[src/rtl/mem_arbiter_if.sv]
// rtl/mem_arbiter_if.sv - requester and SRAM pin bundle for mem_arbiter
interface mem_arbiter_if #(
    parameter int ADDR_W = 32,
    parameter int DATA_W = 32
);
    logic              cpu_req;
    logic              cpu_we;
    logic [ADDR_W-1:0] cpu_addr;
    logic [DATA_W-1:0] cpu_wdata;
    logic [DATA_W-1:0] cpu_rdata;
    logic              cpu_ready;

    logic              ldr_req;
    logic              ldr_we;
    logic [ADDR_W-1:0] ldr_addr;
    logic [DATA_W-1:0] ldr_wdata;
    logic [DATA_W-1:0] ldr_rdata;
    logic              ldr_ready;
    logic              ldr_lock;

    logic              sram_ce;
    logic              sram_we;
    logic              sram_oe;
    logic [ADDR_W-1:0] sram_addr;
    logic [DATA_W-1:0] sram_wdata;
    logic [DATA_W-1:0] sram_rdata;

    logic              grant_ldr;

    // Arbiter side
    modport slave (
        input  cpu_req, cpu_we, cpu_addr, cpu_wdata,
        output cpu_rdata, cpu_ready,
        input  ldr_req, ldr_we, ldr_addr, ldr_wdata, ldr_lock,
        output ldr_rdata, ldr_ready,
        output sram_ce, sram_we, sram_oe, sram_addr, sram_wdata,
        input  sram_rdata,
        output grant_ldr
    );

    // Requester / SRAM side
    modport master (
        output cpu_req, cpu_we, cpu_addr, cpu_wdata,
        input  cpu_rdata, cpu_ready,
        output ldr_req, ldr_we, ldr_addr, ldr_wdata, ldr_lock,
        input  ldr_rdata, ldr_ready,
        input  sram_ce, sram_we, sram_oe, sram_addr, sram_wdata,
        output sram_rdata,
        input  grant_ldr
    );
endinterface

[src/rtl/mem_arbiter.sv]
// rtl/mem_arbiter.sv - round-robin CPU/loader arbiter sequencing fixed-length SRAM accesses
module mem_arbiter #(
    parameter int ADDR_W      = 32,
    parameter int DATA_W      = 32,
    parameter int WAIT_CYCLES = 2
) (
    input  logic clk,
    input  logic reset,
    mem_arbiter_if.slave bus
);
    typedef enum logic [1:0] {IDLE, ACCESS, DONE} state_t;

    localparam logic [3:0] CNT_INIT = 4'(WAIT_CYCLES - 1);

    state_t            state_q, state_d;
    logic [3:0]        cnt_q, cnt_d;
    logic              we_q, we_d;
    logic [ADDR_W-1:0] addr_q, addr_d;
    logic [DATA_W-1:0] wdata_q, wdata_d;
    logic [DATA_W-1:0] cpu_rdata_q, cpu_rdata_d;
    logic [DATA_W-1:0] ldr_rdata_q, ldr_rdata_d;
    logic              grant_ldr_q, grant_ldr_d;
    logic              last_ldr_q, last_ldr_d;
    logic              cpu_elig;
    logic              pick_ldr;

    always_ff @(posedge clk) begin
        if (reset) begin
            state_q     <= IDLE;
            cnt_q       <= '0;
            we_q        <= 1'b0;
            addr_q      <= '0;
            wdata_q     <= '0;
            cpu_rdata_q <= '0;
            ldr_rdata_q <= '0;
            grant_ldr_q <= 1'b0;
            // CPU wins the first tie after reset
            last_ldr_q  <= 1'b1;
        end else begin
            state_q     <= state_d;
            cnt_q       <= cnt_d;
            we_q        <= we_d;
            addr_q      <= addr_d;
            wdata_q     <= wdata_d;
            cpu_rdata_q <= cpu_rdata_d;
            ldr_rdata_q <= ldr_rdata_d;
            grant_ldr_q <= grant_ldr_d;
            last_ldr_q  <= last_ldr_d;
        end
    end

    always_comb begin
        state_d     = state_q;
        cnt_d       = cnt_q;
        we_d        = we_q;
        addr_d      = addr_q;
        wdata_d     = wdata_q;
        cpu_rdata_d = cpu_rdata_q;
        ldr_rdata_d = ldr_rdata_q;
        grant_ldr_d = grant_ldr_q;
        last_ldr_d  = last_ldr_q;
        cpu_elig    = bus.cpu_req & ~bus.ldr_lock;
        pick_ldr    = bus.ldr_req & (~cpu_elig | ~last_ldr_q);

        case (state_q)
            IDLE: begin
                if (cpu_elig | bus.ldr_req) begin
                    grant_ldr_d = pick_ldr;
                    last_ldr_d  = pick_ldr;
                    we_d        = pick_ldr ? bus.ldr_we    : bus.cpu_we;
                    addr_d      = pick_ldr ? bus.ldr_addr  : bus.cpu_addr;
                    wdata_d     = pick_ldr ? bus.ldr_wdata : bus.cpu_wdata;
                    cnt_d       = CNT_INIT;
                    state_d     = ACCESS;
                end
            end
            ACCESS: begin
                if (cnt_q == 4'd0) begin
                    // Read data is captured on the last access edge only
                    if (!we_q) begin
                        if (grant_ldr_q) ldr_rdata_d = bus.sram_rdata;
                        else             cpu_rdata_d = bus.sram_rdata;
                    end
                    state_d = DONE;
                end else begin
                    cnt_d = cnt_q - 4'd1;
                end
            end
            DONE:    state_d = IDLE;
            default: state_d = IDLE;
        endcase
    end

    assign bus.sram_ce    = (state_q == ACCESS);
    assign bus.sram_we    = (state_q == ACCESS) & we_q;
    assign bus.sram_oe    = (state_q == ACCESS) & ~we_q;
    assign bus.sram_addr  = addr_q;
    assign bus.sram_wdata = wdata_q;
    assign bus.cpu_rdata  = cpu_rdata_q;
    assign bus.ldr_rdata  = ldr_rdata_q;
    assign bus.cpu_ready  = (state_q == DONE) & ~grant_ldr_q;
    assign bus.ldr_ready  = (state_q == DONE) & grant_ldr_q;
    assign bus.grant_ldr  = grant_ldr_q;
endmodule

[src/flat_wrapper.sv]
// flat-port wrapper written by rule: the top's interface ports become plain ports
module mem_arbiter_flat 
#(
    parameter int ADDR_W      = 32,
    parameter int DATA_W      = 32,
    parameter int WAIT_CYCLES = 2
)
  (clk, reset, bus_cpu_req, bus_cpu_we, bus_cpu_addr, bus_cpu_wdata, bus_cpu_rdata, bus_cpu_ready, bus_ldr_req, bus_ldr_we, bus_ldr_addr, bus_ldr_wdata, bus_ldr_lock, bus_ldr_rdata, bus_ldr_ready, bus_sram_ce, bus_sram_we, bus_sram_oe, bus_sram_addr, bus_sram_wdata, bus_sram_rdata, bus_grant_ldr);
  mem_arbiter_if #(.ADDR_W(ADDR_W), .DATA_W(DATA_W)) bus_i ();
  input  logic clk;
  input  logic reset;
  input wire logic [$bits(bus_i.cpu_req)-1:0] bus_cpu_req;
  input wire logic [$bits(bus_i.cpu_we)-1:0] bus_cpu_we;
  input wire logic [$bits(bus_i.cpu_addr)-1:0] bus_cpu_addr;
  input wire logic [$bits(bus_i.cpu_wdata)-1:0] bus_cpu_wdata;
  output wire logic [$bits(bus_i.cpu_rdata)-1:0] bus_cpu_rdata;
  output wire logic [$bits(bus_i.cpu_ready)-1:0] bus_cpu_ready;
  input wire logic [$bits(bus_i.ldr_req)-1:0] bus_ldr_req;
  input wire logic [$bits(bus_i.ldr_we)-1:0] bus_ldr_we;
  input wire logic [$bits(bus_i.ldr_addr)-1:0] bus_ldr_addr;
  input wire logic [$bits(bus_i.ldr_wdata)-1:0] bus_ldr_wdata;
  input wire logic [$bits(bus_i.ldr_lock)-1:0] bus_ldr_lock;
  output wire logic [$bits(bus_i.ldr_rdata)-1:0] bus_ldr_rdata;
  output wire logic [$bits(bus_i.ldr_ready)-1:0] bus_ldr_ready;
  output wire logic [$bits(bus_i.sram_ce)-1:0] bus_sram_ce;
  output wire logic [$bits(bus_i.sram_we)-1:0] bus_sram_we;
  output wire logic [$bits(bus_i.sram_oe)-1:0] bus_sram_oe;
  output wire logic [$bits(bus_i.sram_addr)-1:0] bus_sram_addr;
  output wire logic [$bits(bus_i.sram_wdata)-1:0] bus_sram_wdata;
  input wire logic [$bits(bus_i.sram_rdata)-1:0] bus_sram_rdata;
  output wire logic [$bits(bus_i.grant_ldr)-1:0] bus_grant_ldr;
  assign bus_i.cpu_req = bus_cpu_req;
  assign bus_i.cpu_we = bus_cpu_we;
  assign bus_i.cpu_addr = bus_cpu_addr;
  assign bus_i.cpu_wdata = bus_cpu_wdata;
  assign bus_cpu_rdata = bus_i.cpu_rdata;
  assign bus_cpu_ready = bus_i.cpu_ready;
  assign bus_i.ldr_req = bus_ldr_req;
  assign bus_i.ldr_we = bus_ldr_we;
  assign bus_i.ldr_addr = bus_ldr_addr;
  assign bus_i.ldr_wdata = bus_ldr_wdata;
  assign bus_i.ldr_lock = bus_ldr_lock;
  assign bus_ldr_rdata = bus_i.ldr_rdata;
  assign bus_ldr_ready = bus_i.ldr_ready;
  assign bus_sram_ce = bus_i.sram_ce;
  assign bus_sram_we = bus_i.sram_we;
  assign bus_sram_oe = bus_i.sram_oe;
  assign bus_sram_addr = bus_i.sram_addr;
  assign bus_sram_wdata = bus_i.sram_wdata;
  assign bus_i.sram_rdata = bus_sram_rdata;
  assign bus_grant_ldr = bus_i.grant_ldr;
  mem_arbiter #(.ADDR_W(ADDR_W), .DATA_W(DATA_W), .WAIT_CYCLES(WAIT_CYCLES)) u_core (.clk(clk), .reset(reset), .bus(bus_i));
endmodule
[config.mk]
export PLATFORM = sky130hd
export DESIGN_NAME = mem_arbiter_flat
export DESIGN_NICKNAME = d
export VERILOG_FILES = /design/src/rtl/mem_arbiter_if.sv /design/src/rtl/mem_arbiter.sv /design/src/flat_wrapper.sv
export SDC_FILE = /design/constraint.sdc
export NUM_CORES = 1
export LEC_CHECK = 0
export BUFFER_PORTS_ARGS = -buffer_cell sky130_fd_sc_hd__buf_2
export CAP_MARGIN = 20
export CORE_AREA = 2 2 118 120
export CTS_BUF_LIST = sky130_fd_sc_hd__clkbuf_8
export CTS_CLUSTER_SIZE = 16
export DETAILED_ROUTE_END_ITERATION = 8
export DIE_AREA = 0 0 120 122
export HOLD_SLACK_MARGIN = 0.02
export PLACE_DENSITY = 0.7
export SLEW_MARGIN = 20
export SYNTH_ARGS = -nofsm -noshare
export SYNTH_HDL_FRONTEND = slang
export SYNTH_SLANG_ARGS = --single-unit
[constraint.sdc]
create_clock -name clk -period 2 [get_ports clk]
set_input_delay 0.2 -clock clk [delete_from_list [all_inputs] [get_ports clk]]
set_output_delay 0.2 -clock clk [all_outputs]
set_load 0.05 [all_outputs]
==> results.py <==
metrics = {
    "global_route": {
        "grt_max_degree": 71,
        "grt_use_total_pct": 22.8,
        "grt_antenna_before_repair": 1,
        "grt_pass1_vias": 5078,
        "grt_overflow": 0,
        "grt_pass1_wl_microns": 25800,
    },
    "finish": {
        "final_common_cell": "buf_2",
        "drive_gt1_share_pct": 38.6,
        "instances_no_fill": 1100,
        "layout.nets": 1077,
        "final_area_sq_mm": 0.00806,
        "mostFrequentLayoutCells": "300 x buf_2, 137 x dfxtp_1, 130 x nand2_1",
        "synthToLayoutAreaGrowth_pct": 53.4,
    },
    "outcome": {
        "status": "finished, final reports clean",
    },
    "placement": {
        "dpl_cell_area_sq_mm": 0.00695,
        "port_buffers": 300,
        "hpwl_microns": 11800,
        "dp_cells": 996,
        "gp_congestion": 0.841,
    },
    "clock_network": {
        "cts_tree": "built",
        "cts_htree_levels": 4,
        "clkTransAtPathRegs_ns": 0.08,
        "clk_latency_ns": 0.44,
        "cts_root_buf": "clkbuf_8",
        "clk_path_buf_depth": 2,
        "clkSinkCount": 137,
        "cts_buffers": 17,
    },
    "floorplan": {
        "dieArea_sq_mm": 0.0146,
        "die_y_microns": 122,
        "placementRows": 43,
        "coreArea_sq_mm": 0.0135,
        "initial_utilization_pct": 38.9,
        "ios": 301,
        "die_x_microns": 120,
    },
    "sta": {
        "slew_viol_final": 0,
        "setup_viol": 0,
        "skew_ns": 0.00824,
        "hold_violations": 0,
        "max_freq_mhz": 541,
        "tightest_slew_ns": 0.721,
        "grt_setup_unrepaired": "no",
        "relSlewSlack_pct": 51.9,
        "min_period_ns": 1.85,
        "tns_ns": 0,
        "min_period_over_period_pct": 92.5,
    },
    "setup_path": {
        "arrival_ns": 2.18,
        "r2r-end": "u_core.bus.sram_addr[23]",
        "critPathLaunchType": "flip-flop",
        "critPathTopFamily": "buffers and inverters",
        "worst-path-max-fanout": 8,
        "slowest_delay_ns": 0.57,
        "slowest_stage": "dlygate4sd3_1",
        "rr_startpoint": "u_core.last_ldr_q",
        "cp.buffers_inverters": 2,
        "crit_type": "reg -> reg",
        "ff2ff_path_depth": 6,
        "required_ns": 2.33,
        "regToRegSetupSlack_ns": 0.15,
        "critPathCaptureType": "flip-flop",
        "path_cells": "nand3b_1 -> nand2_8 -> buf_4 -> mux2i_1 -> dlygate4sd3_1 -> o2bb2ai_1",
    },
    "route": {
        "wl_microns": 17500,
        "viasPerCell": 4.81,
        "drt_first_iter_violations": 218,
        "first_pass_iters": 5,
        "postRouteAntennaNets": 0,
        "drc": 0,
        "wl_per_cell_microns": 15.9,
        "vias": 5295,
    },
    "power": {
        "power.total_mw": 7.18,
        "powerDensity_mw_per_mm2": 892,
        "peakVddDrop_mv": 0.546,
        "leakage_nw": 3.86,
    },
    "logic_synthesis": {
        "yosysWarningCount": 0,
        "syn-cell-area_sq_mm": 0.00525,
        "yosysUniqueCellTypes": 30,
        "syn_inst": 545,
        "synth_nets": 714,
        "avgSynthCellArea_sq_um": 9.64,
        "yosysSeqAreaShare_pct": 52.2,
        "ys_ff_latch": 137,
    },
    "flow_run": {
        "maxCapViolCount": 0,
    },
    "worst_hold_path": {
        "hold_start": "bus_ldr_addr[9]",
        "hold_depth": 3,
        "worst_hold_path.endpoint": "u_core.bus.sram_addr[9]",
        "hold_class": "in -> reg",
    },
}
## metal layers
layer	up-vias	GRT usage, %	wire length [microns]
met3	41	9.18	1530
met4	0	10.1	575
met5	-	0	0
met2	206	37.9	8350
li1	2635	-	-
met1	2413	25.8	7040
## Yosys cell counts
cell / count / area share (%)
nor4_4: 1 / 0.40
nand2b_1: 2 / 0.24
and2_1: 1 / 0.12
and3_1: 1 / 0.12
o21a_1: 1 / 0.14
mux2i_1: 65 / 12
nor3_1: 4 / 0.38
nor2_1: 5 / 0.36
nand2_1: 131 / 9.4
nor3b_2: 1 / 0.24
buf_2: 13 / 1.2
nand3_1: 4 / 0.38
a21o_1: 1 / 0.14
o21ai_0: 1 / 0.095
ha_1: 2 / 0.48
or4_1: 1 / 0.14
inv_1: 3 / 0.21
xor2_1: 2 / 0.33
o41ai_1: 1 / 0.17
clkbuf_1: 19 / 1.4
nor3b_1: 2 / 0.29
buf_1: 7 / 0.50
buf_6: 3 / 0.64
nor2b_1: 1 / 0.12
nand3b_1: 3 / 0.43
a21oi_1: 66 / 6.3
o2bb2ai_1: 65 / 11
or3b_4: 1 / 0.21
dfxtp_1: 137 / 52
and3b_1: 1 / 0.17
## worst reg2reg max path, stage by stage (launching register included)
cell and delay, ns:
dfxtp_1 0.33, nand3b_1 0.20, nand2_8 0.15, buf_4 0.19, mux2i_1 0.23, dlygate4sd3_1 0.57
o2bb2ai_1 0.06
## state kept, by name, summed over array words and instances, names as in the netlist
register / cells
u_core.bus.grant_ldr: 1
u_core.bus.sram_wdata: 32
u_core.bus.cpu_rdata: 32
u_core.last_ldr_q: 1
u_core.cnt_q: 4
u_core.state_q: 2
u_core.we_q: 1
u_core.bus.ldr_rdata: 32
u_core.bus.sram_addr: 32
## final cells by class
| cell class | instances | area (sq um) |
|---|---|---|
| inverters | 3 | 11.3 |
| clock buffers | 21 | 289 |
| multi-input cells | 363 | 2330 |
| fillers | 1153 | 5450 |
| repair buffers | 386 | 2360 |
| diodes | 1 | 2.50 |
| flip-flops and latches | 137 | 2740 |
| clock inverters | 9 | 91.3 |
| well taps | 180 | 225 |
## power by group
part	leakage (nW)	total, mW	switching, mW	internal [mW]
sequential	1.12	3.05	0.111	2.94
combinational	2.56	1.95	1.32	0.624
clock	0.183	2.18	1.07	1.11
total	3.86	7.18	2.51	4.68
## per-stage QoR
| stage | worst slack [ns] | utilization (%) | hold slack, ns |
|---|---|---|---|
| 2_1_floorplan | 0.0267 | - | 0.336 |
| 3_3_place_gp | 0.359 | 51.4 | 0.439 |
| 3_5_place_dp | 0.311 | 51.4 | 0.442 |
| 4_1_cts | 0.0340 | 59.2 | 0.0202 |
| 5_1_grt | 0.0472 | 59.6 | 0.0273 |
| 6_report | 0.150 | 59.6 | 0.0454 |
## timing repair
action                                  CTS  global route
endpoints found under the setup margin    0             3
hold buffers                             67             0
resized for setup                         0             1
endpoints found under the hold margin    87             0
buffers inserted                          0             6
## logic make-up after synthesis
family,count (synthesis),share of synthesized area [%]
flip-flops,137,52.2
AND/OR/NAND/NOR,159,13.0
multiplexers,65,12.4
XOR/XNOR,2,0.334
buffers and inverters,45,3.95
adder cells (fa/ha/maj),2,0.476
AO/OA/AOI/OAI,135,17.7
## worst max-delay path by stage
stage	endpoint	slack, ns	startpoint	cells past startpoint
floorplan	bus_cpu_ready	0.03	u_core.bus.grant_ldr	1
global placement	u_core.cnt_q[1]	0.36	u_core.cnt_q[0]	6
detailed placement	u_core.bus.ldr_rdata[8]	0.31	u_core.cnt_q[0]	7
CTS	u_core.bus.sram_addr[23]	0.03	u_core.last_ldr_q	6
global route	bus_sram_we	0.05	u_core.state_q[1]	4
finish	u_core.bus.sram_addr[23]	0.15	u_core.last_ldr_q	6
No activity file was read; power rests on OpenSTA's default activity.
